File: src/rtl/legv8_pkg.sv
// Shared LEGv8 definitions: op enumeration, opcode fields, immediate widths.
// Used by the encoder datapath and by any decoder built against the same ISA subset.
package legv8_pkg;

  typedef enum logic [3:0] {
    OP_B, OP_BL, OP_CBZ, OP_CBNZ, OP_LDUR, OP_STUR, OP_ADD, OP_SUB,
    OP_AND, OP_ORR, OP_ADDI, OP_SUBI, OP_ANDI, OP_ORRI, OP_MOVK, OP_ILLEGAL
  } op_e;

  localparam logic [5:0]  OPC_B    = 6'b000101;
  localparam logic [5:0]  OPC_BL   = 6'b100101;
  localparam logic [7:0]  OPC_CBZ  = 8'b10110100;
  localparam logic [7:0]  OPC_CBNZ = 8'b10110101;
  localparam logic [10:0] OPC_LDUR = 11'b11111000010;
  localparam logic [10:0] OPC_STUR = 11'b11111000000;
  localparam logic [10:0] OPC_ADD  = 11'b10001011000;
  localparam logic [10:0] OPC_SUB  = 11'b11001011000;
  localparam logic [10:0] OPC_AND  = 11'b10001010000;
  localparam logic [10:0] OPC_ORR  = 11'b10101010000;
  localparam logic [9:0]  OPC_ADDI = 10'b1001000100;
  localparam logic [9:0]  OPC_SUBI = 10'b1101000100;
  localparam logic [9:0]  OPC_ANDI = 10'b1001001000;
  localparam logic [9:0]  OPC_ORRI = 10'b1011001000;
  localparam logic [8:0]  OPC_MOVK = 9'b111100101;

  localparam int unsigned IMM_W_B   = 26;
  localparam int unsigned IMM_W_CB  = 19;
  localparam int unsigned IMM_W_D   = 9;
  localparam int unsigned IMM_W_I   = 12;
  localparam int unsigned IMM_W_MOV = 16;

  localparam logic [31:0] ADDR_STEP = 32'd4;

  // A value fits a w-bit signed field when bits [31:w-1] are all equal.
  function automatic logic fits_signed(input logic [31:0] v, input int unsigned w);
    logic [31:0] mask;
    mask = 32'hFFFF_FFFF << (w - 1);
    return ((v & mask) == 32'h0) || ((v & mask) == mask);
  endfunction

  function automatic logic fits_unsigned(input logic [31:0] v, input int unsigned w);
    return (v >> w) == 32'h0;
  endfunction

endpackage

File: src/rtl/legv8_encode_field.sv
// Combinational field packer: (op, regs, imm, hw) -> 32-bit word plus reject flag.
// Zero latency; no flow control of its own.
module legv8_encode_field
  import legv8_pkg::*;
(
  input  logic [3:0]  op,
  input  logic [4:0]  rd,
  input  logic [4:0]  rn,
  input  logic [4:0]  rm,
  input  logic [31:0] imm,
  input  logic [1:0]  hw,
  output logic [31:0] word,
  output logic        reject
);

  op_e op_q;
  assign op_q = op_e'(op);

  always_comb begin
    word   = '0;
    reject = 1'b0;
    case (op_q)
      OP_B, OP_BL: begin
        word   = {(op_q == OP_B) ? OPC_B : OPC_BL, imm[25:0]};
        reject = !fits_signed(imm, IMM_W_B);
      end
      OP_CBZ, OP_CBNZ: begin
        word   = {(op_q == OP_CBZ) ? OPC_CBZ : OPC_CBNZ, imm[18:0], rd};
        reject = !fits_signed(imm, IMM_W_CB);
      end
      // STUR's data register travels on rd, same slot as LDUR's destination.
      OP_LDUR, OP_STUR: begin
        word   = {(op_q == OP_LDUR) ? OPC_LDUR : OPC_STUR, imm[8:0], 2'b00, rn, rd};
        reject = !fits_signed(imm, IMM_W_D);
      end
      OP_ADD: word = {OPC_ADD, rm, 6'b000000, rn, rd};
      OP_SUB: word = {OPC_SUB, rm, 6'b000000, rn, rd};
      OP_AND: word = {OPC_AND, rm, 6'b000000, rn, rd};
      OP_ORR: word = {OPC_ORR, rm, 6'b000000, rn, rd};
      OP_ADDI, OP_SUBI, OP_ANDI, OP_ORRI: begin
        word   = {(op_q == OP_ADDI) ? OPC_ADDI :
                  (op_q == OP_SUBI) ? OPC_SUBI :
                  (op_q == OP_ANDI) ? OPC_ANDI : OPC_ORRI, imm[11:0], rn, rd};
        reject = !fits_signed(imm, IMM_W_I);
      end
      OP_MOVK: begin
        word   = {OPC_MOVK, hw, imm[15:0], rd};
        reject = !fits_unsigned(imm, IMM_W_MOV);
      end
      default: reject = 1'b1;
    endcase
  end

endmodule

File: src/rtl/legv8_instr_encoder.sv
// Encodes LEGv8 requests into words with byte addresses; one cycle request->out_valid.
// Single-entry output register; in_ready drops while a word is stalled or start is high.
module legv8_instr_encoder
  import legv8_pkg::*;
(
  input  logic        clk,
  input  logic        reset,
  input  logic        start,
  input  logic [31:0] base_addr,
  input  logic        in_valid,
  output logic        in_ready,
  input  logic [3:0]  in_op,
  input  logic [4:0]  in_rd,
  input  logic [4:0]  in_rn,
  input  logic [4:0]  in_rm,
  input  logic [31:0] in_imm,
  input  logic [1:0]  in_hw,
  output logic        out_valid,
  input  logic        out_ready,
  output logic [31:0] out_instr,
  output logic [31:0] out_addr,
  output logic        err,
  output logic [15:0] word_count
);

  logic [31:0] word;
  logic        reject;
  logic [31:0] cnt;
  logic        accept;
  logic        emit;
  logic        drain;

  legv8_encode_field u_enc (
    .op     (in_op),
    .rd     (in_rd),
    .rn     (in_rn),
    .rm     (in_rm),
    .imm    (in_imm),
    .hw     (in_hw),
    .word   (word),
    .reject (reject)
  );

  assign in_ready = !start && (!out_valid || out_ready);
  assign accept   = in_valid && in_ready;
  assign emit     = accept && !reject;
  assign drain    = out_valid && out_ready;

  always_ff @(posedge clk) begin
    if (reset) begin
      out_valid  <= 1'b0;
      out_instr  <= '0;
      out_addr   <= '0;
      cnt        <= '0;
      err        <= 1'b0;
      word_count <= '0;
    end else begin
      if (emit) begin
        out_valid <= 1'b1;
        out_instr <= word;
        out_addr  <= cnt;
      end else if (drain) begin
        out_valid <= 1'b0;
      end

      // start never coincides with accept, so a pending word keeps its address.
      if (start) begin
        cnt <= {base_addr[31:2], 2'b00};
      end else if (emit) begin
        cnt <= cnt + ADDR_STEP;
      end

      if (accept && reject) begin
        err <= 1'b1;
      end

      if (start) begin
        word_count <= '0;
      end else if (drain && (word_count != 16'hFFFF)) begin
        word_count <= word_count + 16'd1;
      end
    end
  end

endmodule

File: config.mk
export PLATFORM = sky130hd
export DESIGN_NAME = legv8_instr_encoder
export DESIGN_NICKNAME = d
export VERILOG_FILES = /design/src/rtl/legv8_pkg.sv /design/src/rtl/legv8_encode_field.sv /design/src/rtl/legv8_instr_encoder.sv
export SDC_FILE = /design/constraint.sdc
export NUM_CORES = 1
export LEC_CHECK = 0
export BUFFER_PORTS_ARGS = -buffer_cell sky130_fd_sc_hd__buf_4
export CAP_MARGIN = 10
export CORE_MARGIN = 5
export CORE_UTILIZATION = 52
export DETAILED_ROUTE_END_ITERATION = 8
export HOLD_SLACK_MARGIN = 0.1
export PLACE_DENSITY = 0.8
export SETUP_SLACK_MARGIN = 0.3
export SYNTH_ARGS = -nofsm -noshare
export SYNTH_HDL_FRONTEND = slang
export SYNTH_SLANG_ARGS = --single-unit
File: constraint.sdc
create_clock -name clk -period 3.15 [get_ports clk]
set_input_delay 0.1575 -clock clk [delete_from_list [all_inputs] [get_ports clk]]
set_output_delay 0.1575 -clock clk [all_outputs]
set_load 0.1 [all_outputs]
* Word-level counts from Yosys, hierarchy flattened
Cells that the tools add are included.
** Word-level totals
- Flip-flop bits (word level) :: 114
- Bits of input ports :: 90
- Output and inout bits :: 83
- Word-level logic and storage cells :: 73
** Cells by class
- Add/subtract/negate cells :: 2
- Equality and inequality tests :: 19
- Muxes and demuxes :: 12
- Reductions and logical operators :: 33
** Operators with widths (count)
- $pmux 32 s9 :: 1
- $logic_not 32->1 :: 5
- $mux 32 :: 2
- $add 32x3->32 const B :: 1
- $eq 4x4->1 const B :: 7
- $eq 24x24->1 const B :: 1
- $eq 21x21->1 const B :: 1
- $mux 10 :: 2
- $add 16x1->16 const B :: 1
- $eq 4x3->1 const B :: 4
- $ne 16x16->1 const B :: 1
- $eq 14x14->1 const B :: 1
- $eq 4x2->1 const B :: 2
- $logic_not 1->1 :: 8
- $mux 8 :: 1
- $reduce_or 2->1 :: 4
- $reduce_or 4->1 :: 2
- $eq 7x7->1 const B :: 1
- $logic_and 1x1->1 :: 6
- $mux 6 :: 1
- $pmux 1 s6 :: 1
- $logic_or 1x1->1 :: 5
- $eq 4x1->1 const B :: 1
- $logic_not 4->1 :: 1
- other kinds (3) :: 6

* Longest topological paths before layout
- Depth after elaboration :: 8
- Gate-level depth with buffers :: 12
- Gate-level depth less buffers :: 8

* By module
Synthesis repeated with hierarchy kept, for this count alone.
** Unflattened totals
- Cell total of the unflattened synthesis :: 819
- Area total of the unflattened synthesis :: 6095.8 um^2
** Modules (own cells, without submodules)
- legv8_instr_encoder :: times used 1, cells each 635, area each 5022.3 um^2, seq. area each 2202.1 um^2
- legv8_encode_field :: times used 1, cells each 184, area each 1073.5 um^2, seq. area each 0.0 um^2

* Least setup slack after synthesis
Ideal clock, no wire load.
- Path type :: reg-to-reg
- Start point :: register word_count[4]
- End point :: register word_count[14]
- Setup time :: 0.071 ns
- Arrival time :: 2.591 ns
- Required time :: 3.079 ns
- Slack :: 0.487 ns
- Cell stages (with the launch flop) :: 7
- Path buffers :: 0
- Period minus slack after synthesis :: 2.663 ns
- Cell sequence :: dfxtp_1 nand4_1 nor4_1 and2_1 nand3_1 or3_1 a21oi_1
** Between the ends
- Longest elaborated chain between the ends :: 2
- Elaborated cells between the ends (all ways) :: 3
- Those cells by class :: 1 x add/sub; 1 x eq/ne; 1 x reduce/logical
** RTL lines
- from (decl) :: RTL line legv8_instr_encoder.sv:23 : output logic [15:0] word_count
- from (signal assigned) :: RTL line legv8_instr_encoder.sv:80 : word_count <= word_count + 16'd1;
- parallel branches: the longest is 2 deep, another holds $add 16x1->16
Several ways; the timed one is not identified.
A chain may end at the register's enable or synchronous reset.

* Final worst setup path
- Start point :: input port in_imm[25]
- End point :: register cnt[20]
** Between the ends
- Longest elaborated chain between the ends :: 7
- Elaborated cells between the ends (all ways) :: 22
- Those cells by class :: 4 x eq/ne; 1 x mux; 17 x reduce/logical
** RTL lines
- from (decl) :: RTL line legv8_instr_encoder.sv:16 : input logic [31:0] in_imm,
- $eq 24x24->1 (tied with other cells) :: RTL line legv8_pkg.sv:38 : return ((v & mask) == 32'h0) || ((v & mask) == mask);
- $logic_or 1x1->1 :: RTL line legv8_pkg.sv:38
- $logic_not 1->1, on equally long branches
- $pmux 1 s6 * :: RTL line legv8_encode_field.sv:22 : case (op_q)
- $logic_not 1->1 * :: RTL line legv8_instr_encoder.sv:46 : assign emit = accept && !reject;
- $logic_and 1x1->1 * :: RTL line legv8_instr_encoder.sv:46
- $reduce_bool 2->1 (no source line) *
- to (signal assigned) :: RTL line legv8_instr_encoder.sv:68 : cnt <= {base_addr[31:2], 2'b00};
- to (signal assigned) :: RTL line legv8_instr_encoder.sv:70 : cnt <= cnt + ADDR_STEP;
- to (decl) :: RTL line legv8_instr_encoder.sv:28 : logic [31:0] cnt;
Mark *: on every way between the ends. The rest lies on a longest branch, timed or not.

==> results.md <==
Route:
- The violation count after the first detailed-route iteration is 786.
- Dividing the detail-routed wire length by the instance count gives 17.5 um.
- The first detailed-routing pass took 6 iterations.
- Once detail routing completed, the nets flagged for antenna violations numbered 0.
- The number of vias after detailed routing is 6603.
- In the routed design, unresolved DRC markers number 0.
- The sum of routed wire length over all layers is 18.8 mm.
- Using the TritonRoute via totals, the vias-per-cell ratio works out to 6.14.

Job:
- Across the run, the number of max-cap violations was 0.

Clock network:
- The maximum count of clock buffers along a single path is 2.
- The clock edge transition at the registers on the reported setup and hold paths is 0.07 ns.
- The H-tree was split into 3 levels.
- The number of sinks on the clock net is 110.
- After clock tree synthesis, the setup repair step added 0 buffers.
- The worst-skew pair later-pin latency is 0.36 ns.
- TritonCTS built the clock tree.
- The number of clock buffers added by TritonCTS is 9.
- The cell sitting at the root of the clock tree is a sky130_fd_sc_hd__clkbuf_16.

Timing:
- The clock tree skew after final layout is 0.00496 ns.
- The total of endpoints with negative setup slack in the final report is 0.
- Measured against its own limit, the worst slew margin works out to 0.571.
- At the pin with the least slew margin, the transition time is 0.643 ns.
- The max-slew violation count is 0.
- The total negative setup slack is 0 ns.
- Derived from the worst setup path, the maximum achievable clock frequency is 0.369 GHz.
- The hold violation count in the final report is 0.
- Setup repair after global routing left no endpoint under its margin.
- In the finished design, the share of the clock period the worst path needs comes to 0.860.
- For the finished layout, the period the worst path requires is 2.71 ns.

Synth:
- The async set-reset flop share out of synthesis is 0.
- The synthesized design contains 0 enable-type register cells.
- The largest area contributor in the synthesized netlist is sky130_fd_sc_hd__dfxtp_1.
- The cell area that synthesis handed to floorplanning was 5870 um^2.
- The number of unique standard cell types used by synthesis is 56.
- The Yosys step of the flow raised 0 warnings.
- The number of synthesized register bits is 110.
- The share of synthesized area in the top cell type comes to 0.375.
- In the synthesized netlist the dominant register cell turns out to be sky130_fd_sc_hd__dfxtp_1.
- Of the synthesized area, sequential elements account for 0.375.
- The post-synthesis cell count is 774.
- Ranked by total cell area, the synthesized netlist is headed by sky130_fd_sc_hd__dfxtp_1 38%, sky130_fd_sc_hd__nand2_1 8.8%, sky130_fd_sc_hd__a21oi_1 6.8%.
- The per-instance average area after synthesis is 7.58 um^2.

Floorplanning:
- The core box area is 10900 um^2.
- The width of the chip is 116 um.
- Pin placement for this block handled 173 I/O pins.
- The initial utilization of the core area, before any placement, comes to 0.537.
- The floorplan has 38 rows.
- The floorplan step defined a die boundary enclosing 13500 um^2.
- The die outline height is 116 um.

Critical path:
- The kind of end point of the critical path is a flop.
- For this design, the slowest cell found on the critical path is sky130_fd_sc_hd__a211oi_4.
- The required time at the worst-slack endpoint is 3.40 ns.
- The top fanout value on the critical path is 13.
- The critical path startpoint category is an input pin.
- The data arrival time at the worst-slack endpoint is 2.96 ns.
- Walking the worst path, the cells encountered are buf_4 > nor3_1 > nand4_1 > o311a_1 > a211oi_4 > nand4_2 > or3_1 > a311oi_1.
- The critical path's largest stage delay is 0.49 ns.
- The critical path in this run is classified as input pin to flop.

GRT:
- The first-pass GRT wire length is 30.2 mm.
- The via count of the first global-routing pass was 6303.
- The pin count of the biggest net entering global routing is 57.
- The global-route usage over all layers is 0.275.
- The total grt overflow is 0.
- The number of antenna violations at the first check in global routing is 0.

Place:
- The wire-length estimate of the detail-placed layout is 13.4 mm.
- The final weighted congestion in routability-driven placement is 0.940.
- The number of port buffers is 168.

Final layout:
- From synthesis to final layout, the design area changed by 31.2%.
- In the final layout, the share of cells above drive strength 1 is 0.234.
- The count of inserted antenna diode cells is 0.
- The final layout contains 1023 nets.

Power:
- After layout, the design draws a total of 0.00345 W.
- The analysis attributes to cell leakage a power of 3.00 nW.
- The worst voltage drop across the vdd grid is 325 uV.
- The power density normalized to cell area is 447 nW/um^2.

Hold path:
- The tightest min-delay check is of the input pin to flop type.

Outcome:
- The run finished with clean final reports.
-- registers in the layout, indices dropped and copies added, names as in the netlist --
| register | count |
|---|---|
| out_instr | 32 |
| cnt | 30 |
| out_addr | 30 |
| word_count | 16 |
| err | 1 |
| out_valid | 1 |
-- stage by stage --
stage          area (um^2)  hold WS (ns)  std cells   util  setup WS, ns
2_1_floorplan         5870         0.312        775      -         0.487
3_3_place_gp          7200         0.415       1042  0.659         0.315
3_5_place_dp          7200         0.421       1042  0.659         0.248
4_1_cts               7690         0.101       1076  0.703         0.446
5_1_grt               7700         0.114       1076  0.704         0.357
6_report              7700         0.103       1076  0.704         0.442
-- area by class of cell --
cell class                      count  area, um^2
Multi-Input combinational cell    587        3370
Fill cell                         889        3230
Sequential cell                   110        2200
Timing Repair Buffer              201        1570
Clock buffer                        9         225
Tap cell                          140         175
Clock inverter                      7        82.6
Inverter                           22        82.6
-- where the power goes --
part	internal (W)	switching (W)	total (W)
Combinational	0.000248	0.000507	0.000755
Clock	0.000627	0.000563	0.00119
Sequential	0.00145	0.0000526	0.00150
Total	0.00232	0.00112	0.00345
-- routing by layer --
layer / part of all wire / up-vias / wire length, um / global-route usage
met3: 0.099 / 60 / 1870 / 0.0539
li1: - / 3112 / - / -
met2: 0.47 / 361 / 8800 / 0.439
met4: 0.032 / 0 / 594 / 0.118
met1: 0.40 / 3070 / 7530 / 0.364
met5: 0 / - / 0 / 0
-- worst max-delay path, delay by kind of cell --
kind            cells  cell delay [ns]
simple gates        4             1.41
compound gates      3             1.27
buf+inv             1             0.12
-- kinds of logic (layout without fill, tap and decap cells) --
kind of cell / after synthesis / after routing / synth area share
and+or+nand+nor: 357 / 357 / 0.287
AOI/OAI and AO/OA: 196 / 196 / 0.220
DFF: 110 / 110 / 0.375
buffers and inverters: 78 / 239 / 0.0546
xor gates and xnor gates: 15 / 15 / 0.0224
muxes: 15 / 15 / 0.0364
adders and majority gates: 2 / 2 / 0.00426
other: 1 / 2 / 0.000639
-- cells in the mapped netlist (17+ instances only) --
master and number:
sky130_fd_sc_hd__nand4_1 17, sky130_fd_sc_hd__nor2_1 79, sky130_fd_sc_hd__nor3_1 19, sky130_fd_sc_hd__nand2_1 138, sky130_fd_sc_hd__and3_1 21, sky130_fd_sc_hd__or3_1 19, sky130_fd_sc_hd__dfxtp_1 110, sky130_fd_sc_hd__a21oi_1 80
sky130_fd_sc_hd__o21ai_0 22, sky130_fd_sc_hd__inv_1 21, sky130_fd_sc_hd__clkbuf_1 34, sky130_fd_sc_hd__nand3_1 31, sky130_fd_sc_hd__a211oi_1 19
-- placed cells by master, fill, tap and decap left out, drive strengths merged, types with 5 or more instances in the layout --
master,n
o21ai,22
a311oi,10
o211ai,8
xnor2,10
mux4,5
mux2i,9
o22ai,8
a211oi,20
or3,19
nor3,19
nand2b,5
inv,23
buf,183
dlygate4sd3,18
nand2,138
nor4,17
xor2,5
and3,21
a221oi,13
dfxtp,110
nand4,18
clkbuf,9
nor2,79
o311a,5
nand3,31
a21oi,80
a22oi,5
-- path summary, 6_finish.rpt --
| check | cells past startpoint | slack (ns) | to | from |
|---|---|---|---|---|
| min | 3 | 0.10 | cnt[10]$_SDFFE_PP0P_ | base_addr[10] |
| min reg2reg | 2 | 0.45 | out_instr[28]$_SDFFE_PP0P_ | out_instr[28]$_SDFFE_PP0P_ |
| max | 8 | 0.44 | cnt[20]$_SDFFE_PP0P_ | in_imm[25] |
| max reg2reg | 8 | 0.61 | cnt[20]$_SDFFE_PP0P_ | cnt[2]$_SDFFE_PP0P_ |
-- timing repair --
| action | 4_1_cts | 5_1_grt |
|---|---|---|
| endpoints found under the setup margin | 0 | 6 |
| hold endpoints to repair | 18 | 0 |
| resized for setup | 0 | 2 |
| hold buffers | 18 | 0 |
(Power assumes the default switching activity.)
